File: config.mk
export PLATFORM = sky130hd
export DESIGN_NAME = fp_logit
export DESIGN_NICKNAME = d
export VERILOG_FILES = /design/src/rtl/fp_logit_pkg.sv /design/src/rtl/fp_seq_divider.sv /design/src/rtl/fp_logit.sv
export SDC_FILE = /design/constraint.sdc
export NUM_CORES = 1
export LEC_CHECK = 0
export CORE_MARGIN = 2
export CORE_UTILIZATION = 60
export DETAILED_ROUTE_END_ITERATION = 6
export PLACE_DENSITY_LB_ADDON = 0.25
export SLEW_MARGIN = 20
export SYNTH_ARGS = -nofsm -noshare
export SYNTH_HDL_FRONTEND = slang
export SYNTH_SLANG_ARGS = --single-unit
File: constraint.sdc
create_clock -name clk -period 9.3 [get_ports clk]
set_clock_uncertainty 0.15 [all_clocks]
set_input_delay 2.325 -clock clk [delete_from_list [all_inputs] [get_ports clk]]
set_output_delay 2.325 -clock clk [all_outputs]
set_load 0.01 [all_outputs]
File: src/rtl/fp_logit_pkg.sv
// Shared constants, state encoding and segment table for the fp_logit block.
// Optional guard-bit rounding is enabled by defining FP_LOGIT_ROUND_EN.
package fp_logit_pkg;

    localparam int Q  = 24;
    localparam int N  = 32;
    localparam int QB = Q + 4;
`ifdef FP_LOGIT_ROUND_EN
    localparam int QBITS = QB + 1;
`else
    localparam int QBITS = QB;
`endif
    // Dividend is the Q-bit numerator shifted up by Q plus any guard bit.
    localparam int DW = Q + Q + (QBITS - QB);

    localparam logic [N-2:0] HALF  = 31'd8388608;
    localparam logic [N-2:0] ONE   = 31'd16777216;
    localparam logic [N-2:0] SAT_8 = 31'd134217728;

    localparam logic [N-2:0] Y_B1 = 31'd12396685;
    localparam logic [N-2:0] Y_B2 = 31'd14886592;
    localparam logic [N-2:0] Y_B3 = 31'd16056635;
    localparam logic [N-2:0] Y_B4 = 31'd16652561;

    localparam logic [N-2:0] INTERCEPT5 = 31'd8388608;
    localparam logic [N-2:0] INTERCEPT6 = 31'd9906778;
    localparam logic [N-2:0] INTERCEPT7 = 31'd12546170;
    localparam logic [N-2:0] INTERCEPT8 = 31'd14865117;
    localparam logic [N-2:0] INTERCEPT9 = 31'd16462643;

    localparam logic [Q-1:0] SLOPE5 = 24'd4008077;
    localparam logic [Q-1:0] SLOPE6 = 24'd2489907;
    localparam logic [Q-1:0] SLOPE7 = 24'd1170211;
    localparam logic [Q-1:0] SLOPE8 = 24'd397117;
    localparam logic [Q-1:0] SLOPE9 = 24'd42279;

    typedef enum logic [1:0] {IDLE, PREP, DIV, DONE} state_t;

    typedef struct packed {
        logic [N-2:0] b;
        logic [Q-1:0] m;
    } seg_t;

    function automatic seg_t seg_sel(input logic [N-2:0] yp);
        seg_t s;
        if (yp < Y_B1) begin
            s.b = INTERCEPT5;
            s.m = SLOPE5;
        end else if (yp < Y_B2) begin
            s.b = INTERCEPT6;
            s.m = SLOPE6;
        end else if (yp < Y_B3) begin
            s.b = INTERCEPT7;
            s.m = SLOPE7;
        end else if (yp < Y_B4) begin
            s.b = INTERCEPT8;
            s.m = SLOPE8;
        end else begin
            s.b = INTERCEPT9;
            s.m = SLOPE9;
        end
        return s;
    endfunction

endpackage

File: src/rtl/fp_seq_divider.sv
// Sequential unsigned restoring divider: one quotient bit per cycle, MSB first.
// The dividend bits above the quotient seed the remainder; ovf flags a quotient that would not fit.
module fp_seq_divider #(
    parameter int WD = 48,
    parameter int WM = 24,
    parameter int QW = 28
) (
    input  logic          clk,
    input  logic          rst_n,
    input  logic          start,
    input  logic [WD-1:0] dividend,
    input  logic [WM-1:0] divisor,
    output logic          busy,
    output logic          done,
    output logic          ovf,
    output logic [QW-1:0] quotient
);

    localparam int HW = WD - QW;
    localparam int CW = $clog2(QW);

    logic [WM-1:0] rem_r;
    logic [WM-1:0] dvs_r;
    logic [QW-1:0] quo_r;
    logic [CW-1:0] cnt_r;
    logic          busy_r;
    logic          done_r;
    logic          ovf_r;

    logic [WM:0]   trial_s;
    logic [WM:0]   diff_s;
    logic [WM-1:0] rem_next_s;
    logic          qbit_s;

    // Trial subtraction of the divisor from the shifted partial remainder.
    always_comb begin
        trial_s = {rem_r, quo_r[QW-1]};
        diff_s  = trial_s - {1'b0, dvs_r};
        if (trial_s >= {1'b0, dvs_r}) begin
            qbit_s     = 1'b1;
            rem_next_s = diff_s[WM-1:0];
        end else begin
            qbit_s     = 1'b0;
            rem_next_s = trial_s[WM-1:0];
        end
    end

    // Load on start, then iterate with the counter running QW-1 down to 0.
    always_ff @(posedge clk or negedge rst_n) begin
        if (!rst_n) begin
            rem_r  <= {WM{1'b0}};
            dvs_r  <= {WM{1'b0}};
            quo_r  <= {QW{1'b0}};
            cnt_r  <= {CW{1'b0}};
            busy_r <= 1'b0;
            done_r <= 1'b0;
            ovf_r  <= 1'b0;
        end else if (start) begin
            rem_r  <= {{(WM-HW){1'b0}}, dividend[WD-1:QW]};
            dvs_r  <= divisor;
            quo_r  <= dividend[QW-1:0];
            cnt_r  <= CW'(QW-1);
            busy_r <= 1'b1;
            done_r <= 1'b0;
            ovf_r  <= ({{(WM-HW){1'b0}}, dividend[WD-1:QW]} >= divisor);
        end else if (busy_r) begin
            rem_r <= rem_next_s;
            quo_r <= {quo_r[QW-2:0], qbit_s};
            if (cnt_r == {CW{1'b0}}) begin
                busy_r <= 1'b0;
                done_r <= 1'b1;
            end else begin
                cnt_r <= cnt_r - {{(CW-1){1'b0}}, 1'b1};
            end
        end else begin
            done_r <= 1'b0;
        end
    end

    assign busy     = busy_r;
    assign done     = done_r;
    assign ovf      = ovf_r;
    assign quotient = quo_r;

endmodule

File: src/rtl/fp_logit.sv
// Inverse piecewise-linear sigmoid (logit) in sign-magnitude Q8.24, iterative divide.
// Define FP_LOGIT_ROUND_EN for a guard bit and half-up rounding (one extra cycle).
module fp_logit
    import fp_logit_pkg::*;
(
    input  logic         clk,
    input  logic         rst_n,
    input  logic         in_valid,
    output logic         in_ready,
    input  logic [N-1:0] y,
    output logic         out_valid,
    input  logic         out_ready,
    output logic [N-1:0] x,
    output logic         err
);

    state_t       state_r;
    logic [N-1:0] y_r;
    logic         sign_r;
    logic         sat_r;
    logic         rng_r;
    logic         in_ready_r;
    logic         out_valid_r;
    logic [N-1:0] x_r;
    logic         err_r;

    logic [N-2:0] mag_s;
    logic [N-2:0] yp_s;
    logic         neg_s;
    logic         mir_s;
    logic         sat_s;
    logic         sign_s;
    logic         rng_s;
    seg_t         seg_s;
    logic [Q-1:0] num_s;

    logic             div_start_s;
    logic             div_busy_s;
    logic             div_done_s;
    logic             div_ovf_s;
    logic [QBITS-1:0] quo_s;
    logic [QBITS-1:0] qr_s;
    logic [N-2:0]     qe_s;
    logic [N-2:0]     mag_out_s;
    logic [N-1:0]     x_s;

    // Mirror around 0.5, pick the segment and form the clamped numerator.
    always_comb begin
        mag_s = y_r[N-2:0];
        neg_s = y_r[N-1] && (mag_s != {(N-1){1'b0}});
        if (mag_s < HALF) begin
            yp_s  = ONE - mag_s;
            mir_s = 1'b1;
        end else begin
            yp_s  = mag_s;
            mir_s = 1'b0;
        end
        seg_s = seg_sel(yp_s);
        if (neg_s || (yp_s >= ONE)) begin
            sat_s = 1'b1;
            num_s = {Q{1'b0}};
        end else if (yp_s < seg_s.b) begin
            sat_s = 1'b0;
            num_s = {Q{1'b0}};
        end else begin
            sat_s = 1'b0;
            num_s = Q'(yp_s - seg_s.b);
        end
        sign_s = neg_s | mir_s;
        rng_s  = neg_s | (mag_s > ONE);
    end

    assign div_start_s = (state_r == PREP);

    fp_seq_divider #(
        .WD(DW),
        .WM(Q),
        .QW(QBITS)
    ) u_div (
        .clk      (clk),
        .rst_n    (rst_n),
        .start    (div_start_s),
        .dividend ({num_s, {(DW-Q){1'b0}}}),
        .divisor  (seg_s.m),
        .busy     (div_busy_s),
        .done     (div_done_s),
        .ovf      (div_ovf_s),
        .quotient (quo_s)
    );

    // Result magnitude: optional rounding, saturation at 8.0, no negative zero.
    always_comb begin
`ifdef FP_LOGIT_ROUND_EN
        qr_s = {1'b0, quo_s[QBITS-1:1]} + {{(QBITS-1){1'b0}}, quo_s[0]};
`else
        qr_s = quo_s;
`endif
        qe_s = {{(N-1-QBITS){1'b0}}, qr_s};
        if (sat_r || div_ovf_s || (qe_s >= SAT_8)) begin
            mag_out_s = SAT_8;
        end else begin
            mag_out_s = qe_s;
        end
        if (mag_out_s == {(N-1){1'b0}}) begin
            x_s = {1'b0, mag_out_s};
        end else begin
            x_s = {sign_r, mag_out_s};
        end
    end

    // Control FSM with registered handshake outputs.
    always_ff @(posedge clk or negedge rst_n) begin
        if (!rst_n) begin
            state_r     <= IDLE;
            y_r         <= {N{1'b0}};
            sign_r      <= 1'b0;
            sat_r       <= 1'b0;
            rng_r       <= 1'b0;
            in_ready_r  <= 1'b1;
            out_valid_r <= 1'b0;
            x_r         <= {N{1'b0}};
            err_r       <= 1'b0;
        end else begin
            case (state_r)
                IDLE: begin
                    if (in_valid) begin
                        y_r        <= y;
                        in_ready_r <= 1'b0;
                        state_r    <= PREP;
                    end
                end
                PREP: begin
                    sign_r  <= sign_s;
                    sat_r   <= sat_s;
                    rng_r   <= rng_s;
                    state_r <= DIV;
                end
                DIV: begin
                    if (div_done_s) begin
                        x_r         <= x_s;
                        err_r       <= rng_r;
                        out_valid_r <= 1'b1;
                        state_r     <= DONE;
                    end else if (!div_busy_s) begin
                        // Divider lost its operation: recover rather than hang.
                        in_ready_r <= 1'b1;
                        state_r    <= IDLE;
                    end
                end
                DONE: begin
                    if (out_ready) begin
                        out_valid_r <= 1'b0;
                        in_ready_r  <= 1'b1;
                        state_r     <= IDLE;
                    end
                end
                default: begin
                    out_valid_r <= 1'b0;
                    in_ready_r  <= 1'b1;
                    state_r     <= IDLE;
                end
            endcase
        end
    end

    assign in_ready  = in_ready_r;
    assign out_valid = out_valid_r;
    assign x         = x_r;
    assign err       = err_r;

endmodule

* Yosys cells after proc, flatten, opt, wreduce, memory -nomap -nowiden
Index checks and enable logic that the tools add are counted.
** Operators by class
- Multiply operators :: 0
- Mux-type cells :: 39
- Shift operators :: 0
- Divide/modulo/power cells :: 0
- Reductions and logical operators :: 17
- Order comparisons :: 11
- Bitwise operators :: 2
- Add/subtract/negate cells :: 4
- Eq/ne operators :: 11
** Operators by type and width (count)
- $lt A31 B24 Y1 const B :: 5
- $mux W47 :: 3
- $mux W24 :: 5
- $mux W28 :: 3
- $sub A24 B24 Y24 :: 2
- $mux W45 :: 1
- $mux W32 :: 1
- $ge A31 B25 Y1 const B :: 1
- $gt A31 B25 Y1 const B :: 1
- $logic_not A31 Y1 :: 1
- $lt A31 B24 Y1 :: 1
- $mux W31 :: 1
- $reduce_bool A31 Y1 :: 1
- $sub A25 B31 Y31 const A :: 1
- $ge A28 B28 Y1 const B :: 1
- $ge A25 B24 Y1 :: 1
- $ge A20 B24 Y1 :: 1
- $mux W1 :: 15
- $mux W5 :: 3
- $ne A2 B2 Y1 const B :: 5
- $mux W2 :: 4
- $pmux W2 S4 :: 1
- $ne A3 B3 Y1 const B :: 2
- $reduce_and A2 Y1 :: 3
- other kinds (15) :: 21
** Word-level totals
- Bits in registers :: 156
- Memory bits (writable) :: 0
- Bits in read-only memories :: 0
- Logic and storage cells :: 100
- Output and inout port bits :: 35
- Memories kept :: 0
- Bits in latches :: 0
- Input port bits :: 36

* Logic depth before layout (Yosys ltp)
- Depth after elaboration :: 11
- Depth in mapped cells :: 41

* Cells and area by module
From an unflattened synthesis, not the netlist that was laid out.
** Unflattened totals
- Cells, all modules :: 1248
- Area, all modules :: 10884.2 µm²
** By module, submodules not included
- fp_seq_divider :: cells each 628, instances 1, area an instance 5542.8 µm², seq. area each 2102.0 µm²
- fp_logit :: cells each 620, instances 1, area an instance 5341.4 µm², seq. area each 1727.9 µm²

* Worst setup path before layout
OpenSTA, ideal clock, no wires.
- Path type :: register to register
- Start point :: register y_r[0]
- End point :: register u_div.ovf_r (netlist: u_div.ovf)
- Setup slack :: 2.055 ns
- Required time :: 9.029 ns
- Stages on the path, launching flop included :: 41
- Path buffers :: 3
- Data arrival time :: 6.975 ns
- Library setup time :: 0.121 ns
- Period minus slack after synthesis :: 7.245 ns
- Cells stage by stage :: dfrtp_1 > inv_1 > ha_1 > or4b_4 > or4_1 > clkbuf_1 > o31ai_1 > a31oi_1 > nor3_2 > nand2_1 > o32a_1 > o21a_1 > inv_1 > nand2_1 > nand2_1 > ha_1 > a21o_1 > a21o_1 > [5 not listed] > a21o_1 > a21o_1 > buf_6 > buf_6 > nor2_1 > ha_1 > a21oi_1 > nor2b_1 > o21ai_0 > nand2b_1 > a21oi_1 > nor2b_1 > o21ai_0 > nand2b_1 > a21oi_1 > o21ai_0 > a31oi_1 > nor2_1
** Between the ends
- Cells in the longest elaborated chain, start to end :: 11
- Elaborated cells between the ends (all ways) :: 20
- Classes of those cells :: add/sub (2); order compare (8); mux (7); reduce/logical (3)
** Ends and longest elaborated chain
- start, declared :: line fp_logit.sv:18 : logic [N-1:0] y_r;
- start signal, assigned :: line fp_logit.sv:115 : y_r <= {N{1'b0}};
- start signal, assigned :: line fp_logit.sv:127 : y_r <= y;
- $sub A25 B31 Y31 / $lt A31 B24 Y1 (equally long branches) :: line fp_logit.sv:52, fp_logit.sv:51
- $mux W31 :: line fp_logit.sv:51 : if (mag_s < HALF) begin
- $lt A31 B24 Y1 :: line fp_logit_pkg.sv:55 : end else if (yp < Y_B4) begin
- $mux W45 :: line fp_logit_pkg.sv:55
- $mux W47 :: line fp_logit_pkg.sv:52 : end else if (yp < Y_B3) begin
- $mux W47 :: line fp_logit_pkg.sv:49 : end else if (yp < Y_B2) begin
- $mux W47 :: line fp_logit_pkg.sv:46 : if (yp < Y_B1) begin
- $lt A31 B24 Y1 / $sub A24 B24 Y24 (equally long branches) :: line fp_logit.sv:62, fp_logit.sv:67
- $mux W24 :: line fp_logit.sv:62 : end else if (yp_s < seg_s.b) begin
- $mux W24 :: line fp_logit.sv:59 : if (neg_s || (yp_s >= ONE)) begin
- $ge A20 B24 Y1 * :: line fp_seq_divider.sv:65 : ovf_r <= ({{(WM-HW){1'b0}}, dividend[WD-1:QW]} >= divisor);
- end signal, assigned :: line fp_seq_divider.sv:65
- end, declared :: line fp_seq_divider.sv:28 : logic ovf_r;
Mark *: on every way between the ends. The rest lies on a longest branch, timed or not.
A chain may end at the register's enable or synchronous reset.

* Worst setup path in the final report
- Start point :: register y_r[23]
- End point :: register u_div.ovf_r (netlist: u_div.ovf)
The elaborated chain is that of the path after synthesis.

==> results.md <==
Synth:
- The top cell type by area accounts for 36.33% of the synthesized area.
- In the synthesized netlist the async set-or-reset flop fraction comes to 100.0%.
- Among all flip-flop cells after synthesis, the most frequent one is dfrtp_1.
- The synthesized area is 10060 um^2.
- The total of warnings raised by yosys is 0.
- The cell taking the most area after synthesis is dfrtp_1.
- Averaged over all synthesized cells, the footprint is roughly 9 um^2.
- In this run, synthesis inferred 0 flip-flops with an integrated enable.
- Sorting the synthesized cells by area gives the leading types as dfrtp_1, ha_1, o21ai_0, nor2_1, a21oi_1.
- After synthesis the netlist holds a flip-flop and latch count of about 150.
- For this run, the register share of the synthesized area comes to 36.59%.
- Synthesis produced 1122 cells.
- Yosys mapped the design onto 73 distinct sky130hd cell types.

Worst setup path:
- The worst-path maximum fanout is 20.
- In this run the critical register-to-register path is launched from y_r[23].
- The capture point of the worst path is u_div.ovf.
- The critical path data required time is 9.46 ns.
- The type of the setup path with the least slack is reg2reg.
- The standard cell with the maximum stage delay on the critical path is nor4_1.
- The endpoint identified for the worst register-to-register timing path is u_div.ovf.
- The number of cell instances on the worst register-to-register path is 34.
- On the worst path, the slowest cell contributes a delay of 0.66 ns.
- The timing startpoint of the critical path is y_r[23].
- STA classifies the critical path endpoint as a register.
- The startpoint kind of the worst setup timing path is a register.
- The register-to-register setup slack is 0.89 ns.
- STA puts the critical path data arrival time at roughly 8.6 ns.

Floorplanning:
- Pin placement for this block handled 71 I/O pins.
- The row count is 47.
- The width of the die is 133.5 um.
- The die is roughly 130 um tall.
- In this run the standard cell core region covers 16470 um^2.
- The full die area is about 18000 um^2.
- The initial core utilization is 61.08%.

Final layout:
- The number of antenna diodes in the final layout is 0.
- The layout overhead on the synthesized area is 13.61%.
- The fraction of layout cells with a size suffix above 1 is between 8 and 9%.
- Once layout is complete, the cells apart from fillers number roughly 1400.
- The final-stage net count is 1260.
- The post-layout instance area is 11430 um^2.

Global routing:
- The via count of the first global-routing pass is 8377.
- The first global-routing pass estimated 42660 um of wire.
- Global routing used 29.64% of the available tracks.
- Entering global routing, the biggest net connects slightly below 80 pins.
- The initial antenna violation count is 0.
- The total overflow reported by the global router is 0.

Clocking:
- The clock tree from TritonCTS is done.
- The H-tree depth is 4.
- The clock tree buffer depth is 2.
- The number of gates resized after CTS was 0.
- The number of buffers inserted by post-CTS setup repair is 0.
- The cell at the root of the clock tree is clkbuf_16.
- The quantity of hold-fixing buffers added after cts is 0.
- Clock tree synthesis inserted a total of 17 buffers.
- Clock-pin slew was measured on the worst setup and hold paths at 0.07 ns.
- The total number of clock tree sinks is 147.
- For the worst-skew pair, the clock arrives at the later sink with an insertion delay of ~0.43 ns.

Drt:
- The number of nets with antenna violations after detailed routing is 0.
- For this run, design rule violations remaining after detail routing come to 0.
- The first-pass iteration count of the detailed router is 5.
- The mean routed wirelength per cell is 18.37 um.
- The final routed wirelength across all metal layers is 25550 um.
- The detailed router finished its first iteration with 595 violations.
- The detail-routed via count per cell is between 6 and 7.
- The number of vias in the routed layout is 8660.

Worst hold path:
- The worst hold path cell count is 1.
- The tightest min-delay check is of the reg2reg type.

Placement:
- The routability congestion estimate from global placement is 0.9558.
- The post-placement setup slack is between 1 and 1.5 ns.
- The total half-perimeter wirelength after legalization and detailed placement is 18250 um.
- In this run the tool buffered the top-level ports with 67 buffer cells.
- The number of cells after detailed placement is 1359.
- The placed cell area is 10810 um^2.

STA:
- The summed negative setup slack over all endpoints is 0 ns.
- The final worst setup slack is 0.8923 ns.
- Derived from the worst setup path, the maximum achievable clock frequency is approximately 120 MHz.
- The final number of max-transition violations is 0.
- The worst path uses 90.41% of the clock period.
- The routed design could run at a clock period as short as between 8 and 9 ns.
- In this run the tightest slew margin relative to its limit is 36.66%.
- Setup repair after global routing left no endpoint under its margin.
- Setup violations remaining at the end of the flow were counted as 0.
- The total count of hold-check failures in the final report was 0.
- The worst-margin pin slew is between 0.9 and 1 ns.

Pwr:
- The largest vdd supply drop is 0.1854 mV.
- For this design the static power due to leakage is 5.123 nW.
- Dividing total power by cell area gives a power density of 356.8 nW/um^2.
- The design draws between 4 and 5 mW.

Run status:
- The flow ran to the end, and the final reports show no timing, DRC or antenna violations.

Flow run:
- Max-cap violations in this run came to 0.
[metrics by stage]
step / hold WS (ns) / util, %
6_report: 0.3271 / 69.39
3_5_place_dp: 0.3112 / 65.68
4_1_cts: 0.3308 / 69.36
5_1_grt: 0.3387 / 69.39
2_1_floorplan: 0.2888 / -
3_3_place_gp: 0.3060 / 65.68
[how the worst min path moves through the flow]
stage,from,endpoint
4_1_cts,u_div.dvs_r[21],u_div.dvs_r[21]
3_3_place_gp,u_div.dvs_r[0],u_div.dvs_r[0]
6_report,u_div.dvs_r[21],u_div.dvs_r[21]
2_1_floorplan,u_div.dvs_r[0],u_div.dvs_r[0]
3_5_place_dp,u_div.dvs_r[0],u_div.dvs_r[0]
5_1_grt,u_div.dvs_r[21],u_div.dvs_r[21]
[placed cells by master (no fill, tap or decap), types with 15 or more instances in the layout]
| cell | instances |
|---|---|
| clkdlybuf4s50_1 | 66 |
| o21ai_0 | 83 |
| a21o_1 | 32 |
| mux2_2 | 29 |
| a22o_1 | 27 |
| nor2_1 | 97 |
| ha_1 | 64 |
| nor3_1 | 27 |
| xnor2_1 | 32 |
| dfrtp_1 | 145 |
| clkbuf_16 | 17 |
| nand3_1 | 22 |
| o211ai_1 | 15 |
| inv_1 | 50 |
| mux2i_1 | 29 |
| xor2_1 | 31 |
| a21oi_1 | 71 |
| nand2_1 | 89 |
[power by group]
part           switching, mW  internal (mW)  total [mW]
Sequential             0.310          0.889        1.20
Combinational           1.24          0.949        2.19
Clock                  0.323          0.365       0.687
Total                   1.87           2.20        4.08
[layout make-up]
cell class	count	area [um^2]
fillers	1301	5040
clock inverters	15	181.4
clock buffers	17	425.4
repair buffers	77	747.0
multi-input cells	865	5928
flip-flops and latches	147	3681
inverters	50	187.7
well taps	220	275.3
[metal layers]
metal / track usage (%) / routed length (um) / part of all wire [%] / vias up
met3: 4.186 / 1310 / 5.1 / 60
li1: - / - / - / 4145
met2: 48.48 / 12270 / 48 / 300
met5: 0 / 0 / 0 / -
met4: 10.76 / 687 / 2.7 / 0
met1: 40.47 / 11280 / 44 / 4155
[cells by family (layout without fill, tap and decap cells)]
| logic type | count (synthesis) | after routing | share of synthesized area (%) |
|---|---|---|---|
| simple gates | 346 | 346 | 17.16 |
| compound gates | 328 | 328 | 21.40 |
| flops | 147 | 147 | 36.59 |
| buf+inv | 113 | 159 | 4.839 |
| fa+ha+maj | 66 | 66 | 8.360 |
| xor+xnor | 63 | 63 | 5.486 |
| mux | 58 | 58 | 6.133 |
| other cells | 1 | 4 | 0.03729 |
[synth_stat cells (29+ instances only)]
cell type,n
inv_1,50
a21o_1,32
ha_1,64
clkbuf_1,47
xor2_1,31
mux2i_1,29
dfrtp_1,146
mux2_2,29
o21ai_0,83
a21oi_1,72
nand2_1,89
nor2_1,98
xnor2_1,32
[state kept, by name, summed over array words and instances, names as in the netlist, 2 cells and up]
signal,cells
u_div.quotient,28
x,29
y_r,32
u_div.rem_r,24
u_div.dvs_r,18
state_r,2
u_div.cnt_r,5
[critical path, delay by kind of cell, from the launching register on]
kind	cells	cell delay (ns)
buf+inv	1	0.16
xor+xnor	1	0.27
simple gates	11	2.46
fa+ha+maj	2	0.69
flops	1	0.50
compound gates	19	4.05
(Power assumes the default switching activity.)
==> RTL edit 1: new RTL, same flow settings <==
Set the package constant `N` to 64 (it was 32).
--- a/src/rtl/fp_logit_pkg.sv
+++ b/src/rtl/fp_logit_pkg.sv
@@ -3,7 +3,7 @@
 package fp_logit_pkg;
 
     localparam int Q  = 24;
-    localparam int N  = 32;
+    localparam int N  = 64;
     localparam int QB = Q + 4;
 `ifdef FP_LOGIT_ROUND_EN
     localparam int QBITS = QB + 1;
Interface: changed (resized x and y); port bits go from 71 to 135. The function was not compared with the original's and may differ.
==> RTL edit 1 against the unedited design <==
- area after synthesis is 20% higher
- clock power up 7.4%
- setup slack gained 0.076 ns
- routed wire length is 13% higher
- via count increased by 12%
- design area up 20%
- highest routed layer unchanged
- critical path type unchanged
- total power up 11%
- largest power group unchanged
- sequential cell count rose by 32
- synthesized cell count rose by 11%
==> RTL edit 1: results <==
group,metric,value,unit
critical_path,slowest_stage,"or4b_1",
power_and_ir_drop,vdd_drop_max,0.187,mV
layout,buffer_area_frac,0.0770,
synthesis,synth.distinct_cells,103,
outcome,status,"finished, final reports clean",
hold_path,min_path_cells,2,
placement,placed_area,0.0130,sq mm
grt,use_met1,0.359,
synthesis,synth_fa_ha_area_frac,0.0698,
grt,grt_usage,0.274,
critical_path,reg2reg_from,"y_r[0]",
layout,fill_cells,1520,
route,met1_length,12.4,mm
layout,inv_count,53,
route,dr_wl_met3,1.46,mm
layout,seq_area_frac,0.328,
route,drt-initial-drc-count,584,
route,detail_route.wl_per_cell,18.1,um
critical_path,max_stage_delay,0.70,ns
sta,worst_pin_slew,0.940,ns
layout,buffers_excl_clock,107,
synthesis,synth-compound-area-share,0.189,
grt,grt_max_degree,105,
layout,drive_gt1_frac,0.128,
layout,multi_input_area_share,0.511,
grt,grtUsageMet3,0.0442,
layout,multi_input_cells,954,
layout,clkCellAreaFrac,0.0456,
placement,place_hpwl,21.1,mm
route,dr.pass1.iters,7,
power_and_ir_drop,p_leak,6.04,nW
placement,portBuffers,99,
synthesis,synthMuxAreaShare,0.0998,
placement,gp_congestion,0.943,
clock_tree,cts.sink_count,179,
grt,grt_pass1_vias,9425,
synthesis,yosys-top-cells-area,"dfrtp_1, ha_1, mux2_2",
grt,grt_pass1_wl,47.7,mm
critical_path,worstPathMaxFanout,9,
[RTL edit 1: cell count changes after synthesis, moves of 6 or more]
cell | before | now
a21boi_0 | 9 | 2
a21oi_1 | 72 | 61
buf_4 | 4 | 42
clkbuf_1 | 47 | 37
dfrtp_1 | 146 | 178
mux2_2 | 29 | 65
mux2i_1 | 29 | 47
nand2_1 | 89 | 81
o21a_1 | 5 | 11
o21ai_0 | 83 | 68
o21ai_1 | 4 | 14
or3_1 | 8 | 20
xor2_1 | 31 | 21
[RTL edit 1: stage by stage]
stage / worst slack, ns / cells / hold WS [ns] / utilization / power [mW]
after floorplan: 2.20 / 1284 / 0.289 / - / 3.22
after global placement: 1.35 / 1558 / 0.306 / 0.666 / 3.71
after detailed placement: 1.14 / 1558 / 0.326 / 0.666 / 3.77
after CTS: 1.08 / 1590 / 0.343 / 0.697 / 4.53
after global routing: 0.187 / 1590 / 0.359 / 0.698 / 4.88
final: 0.968 / 1590 / 0.342 / 0.698 / 4.54
[RTL edit 1: how the worst min path moves through the flow]
stage / slack [ns] / startpoint / end
after global routing: 0.36 / u_div.dvs_r[0] / u_div.dvs_r[0]
after floorplan: 0.29 / u_div.dvs_r[0] / u_div.dvs_r[0]
after global placement: 0.31 / u_div.dvs_r[0] / u_div.dvs_r[0]
after detailed placement: 0.33 / u_div.dvs_r[16] / u_div.dvs_r[16]
after CTS: 0.34 / u_div.dvs_r[16] / u_div.dvs_r[16]
final: 0.34 / u_div.dvs_r[14] / u_div.dvs_r[14]
[RTL edit 1: power breakdown]
part | total [mW] | internal [mW] | switching (mW)
combinational | 2.34 | 1.09 | 1.26
clock | 0.738 | 0.371 | 0.367
sequential | 1.46 | 1.09 | 0.363
total | 4.54 | 2.55 | 1.99
==> RTL edit 2: new RTL, config.mk and constraints unchanged <==
Without the edit above. Reset style: synchronous (`rst_n`), changed in 2 clocked blocks.
--- a/src/rtl/fp_seq_divider.sv
+++ b/src/rtl/fp_seq_divider.sv
@@ -46,7 +46,7 @@
     end
 
     // Load on start, then iterate with the counter running QW-1 down to 0.
-    always_ff @(posedge clk or negedge rst_n) begin
+    always_ff @(posedge clk) begin
         if (!rst_n) begin
             rem_r  <= {WM{1'b0}};
             dvs_r  <= {WM{1'b0}};
--- a/src/rtl/fp_logit.sv
+++ b/src/rtl/fp_logit.sv
@@ -109,7 +109,7 @@
     end
 
     // Control FSM with registered handshake outputs.
-    always_ff @(posedge clk or negedge rst_n) begin
+    always_ff @(posedge clk) begin
         if (!rst_n) begin
             state_r     <= IDLE;
             y_r         <= {N{1'b0}};
Check against the original RTL: differs if rst_n is asserted again (counterexample within 4 cycles, from zero or initial values and one cycle with rst_n low); with rst_n held inactive, the same outputs for 10 cycles.
==> RTL edit 2 against the unedited design <==
- critical path depth fell by 1
- fmax fell by 2.9%
- area after synthesis fell by 1.1%
- worst hold slack got worse by 0.020 ns
- design area fell by 1.2%
- sequential cell count did not move
- setup slack got worse by 0.25 ns
- total power fell by 29%
- non-clock buffer count rose by 1
- routed wire length rose by 4.5%
- largest cell class unchanged
==> RTL edit 2: results <==
group,metric,value,unit
outcome,status,"finished, final reports clean",
grt,grt_pass1_vias,8872,
layout,drive_gt1_frac,0.0604,
synthesis,netlist_area,0.00995,sq mm
grt,grt_util_met2,0.505,
synthesis,synthMuxAreaShare,0.0541,
hold_path,min_path_cells,2,
critical_path,worstPathMaxFanout,7,
critical_path,arrival,8.83,ns
hold_path,hp-start,"u_div.dvs_r[21]",
synthesis,yosys-top-cells-area,"dfxtp_1, ha_1, a21oi_1",
power_and_ir_drop,vdd_drop_max,0.171,mV
synthesis,synthArstFlopShare,0,
synthesis,synth_fa_ha_area_frac,0.0845,
synthesis,synth-compound-area-share,0.249,
grt,use_met1,0.371,
route,drt-initial-drc-count,605,
grt,grt_usage,0.299,
placement,place_worst_setup_slack,0.685,ns
critical_path,reg2reg_slack,0.64,ns
critical_path,r2r_cells,33,
critical_path,slowest_stage,"nor4_2",
critical_path,reg2reg_from,"y_r[0]",
grt,grt_max_degree,82,
sta,max_freq,0.115,GHz
route,detail_route.wl_per_cell,17.5,um
synthesis,synthTopCellsByCount,"nand2_1, dfxtp_1, nor2_1",
power_and_ir_drop,p_sw_frac,0.441,
synthesis,synth.distinct_cells,83,
grt,grtUsageMet3,0.0510,
placement,place_hpwl,19.1,mm
placement,gp_congestion,1.00,
critical_path,startpoint,"y_r[0]",
synthesis,synth_xor_area_frac,0.0572,
-- RTL edit 2: repair_timing --
action,4_1_cts,5_1_grt
resized for setup,0,1
endpoints found under the setup margin,0,1
hold endpoints to repair,0,0
-- RTL edit 2: area by class of cell --
type / instances / area, sq um
multi-input combinational: 985 / 6460
fill: 1362 / 5120
sequential: 147 / 2940
timing repair buffer: 78 / 753
clock buffer: 17 / 425
tap: 220 / 275
inverter: 65 / 249
clock inverter: 15 / 179
-- RTL edit 2: stage by stage --
stage                     utilization  instance area (sq um)  cells
after floorplan                     -                   9960   1273
after global placement          0.651                  10700   1495
after detailed placement        0.651                  10700   1495
after CTS                       0.687                  11300   1527
after global routing            0.688                  11300   1527
final                           0.688                  11300   1527
-- RTL edit 2: metal layers --
layer  wire length, um  up-vias
met5                 0        -
met1             11400     4396
met3              1410       95
li1                  -     4583
met4              1130        0
met2             12800      367
-- RTL edit 2: kinds of logic after synthesis --
| logic type | count (synthesis) |
|---|---|
| xor+xnor | 65 |
| compound gates | 366 |
| other cells | 1 |
| fa+ha+maj | 66 |
| simple gates | 431 |
| buf+inv | 141 |
| flops | 147 |
| mux | 53 |
-- RTL edit 2: worst paths after layout --
check                          to
hold reg to reg   u_div.dvs_r[21]
hold / removal    u_div.dvs_r[21]
setup / recovery        u_div.ovf
setup reg to reg        u_div.ovf
-- RTL edit 2: worst register-to-register path, delay by kind of cell, from the launching register on --
kind / cells / cell delay [ns]
DFF: 1 / 0.37
AOI/OAI and AO/OA: 16 / 3.65
and+or+nand+nor: 9 / 2.23
buffers and inverters: 3 / 0.59
xor gates and xnor gates: 2 / 0.50
adders and majority gates: 3 / 1.05
-- RTL edit 2: power groups by stage --
stage	sequential (mW)	combinational, mW	clock [mW]
after global placement	0.715	1.44	0
after detailed placement	0.716	1.45	0
after global routing	0.707	1.63	0.730
final	0.703	1.50	0.699
after CTS	0.702	1.46	0.704
after floorplan	0.697	1.14	0
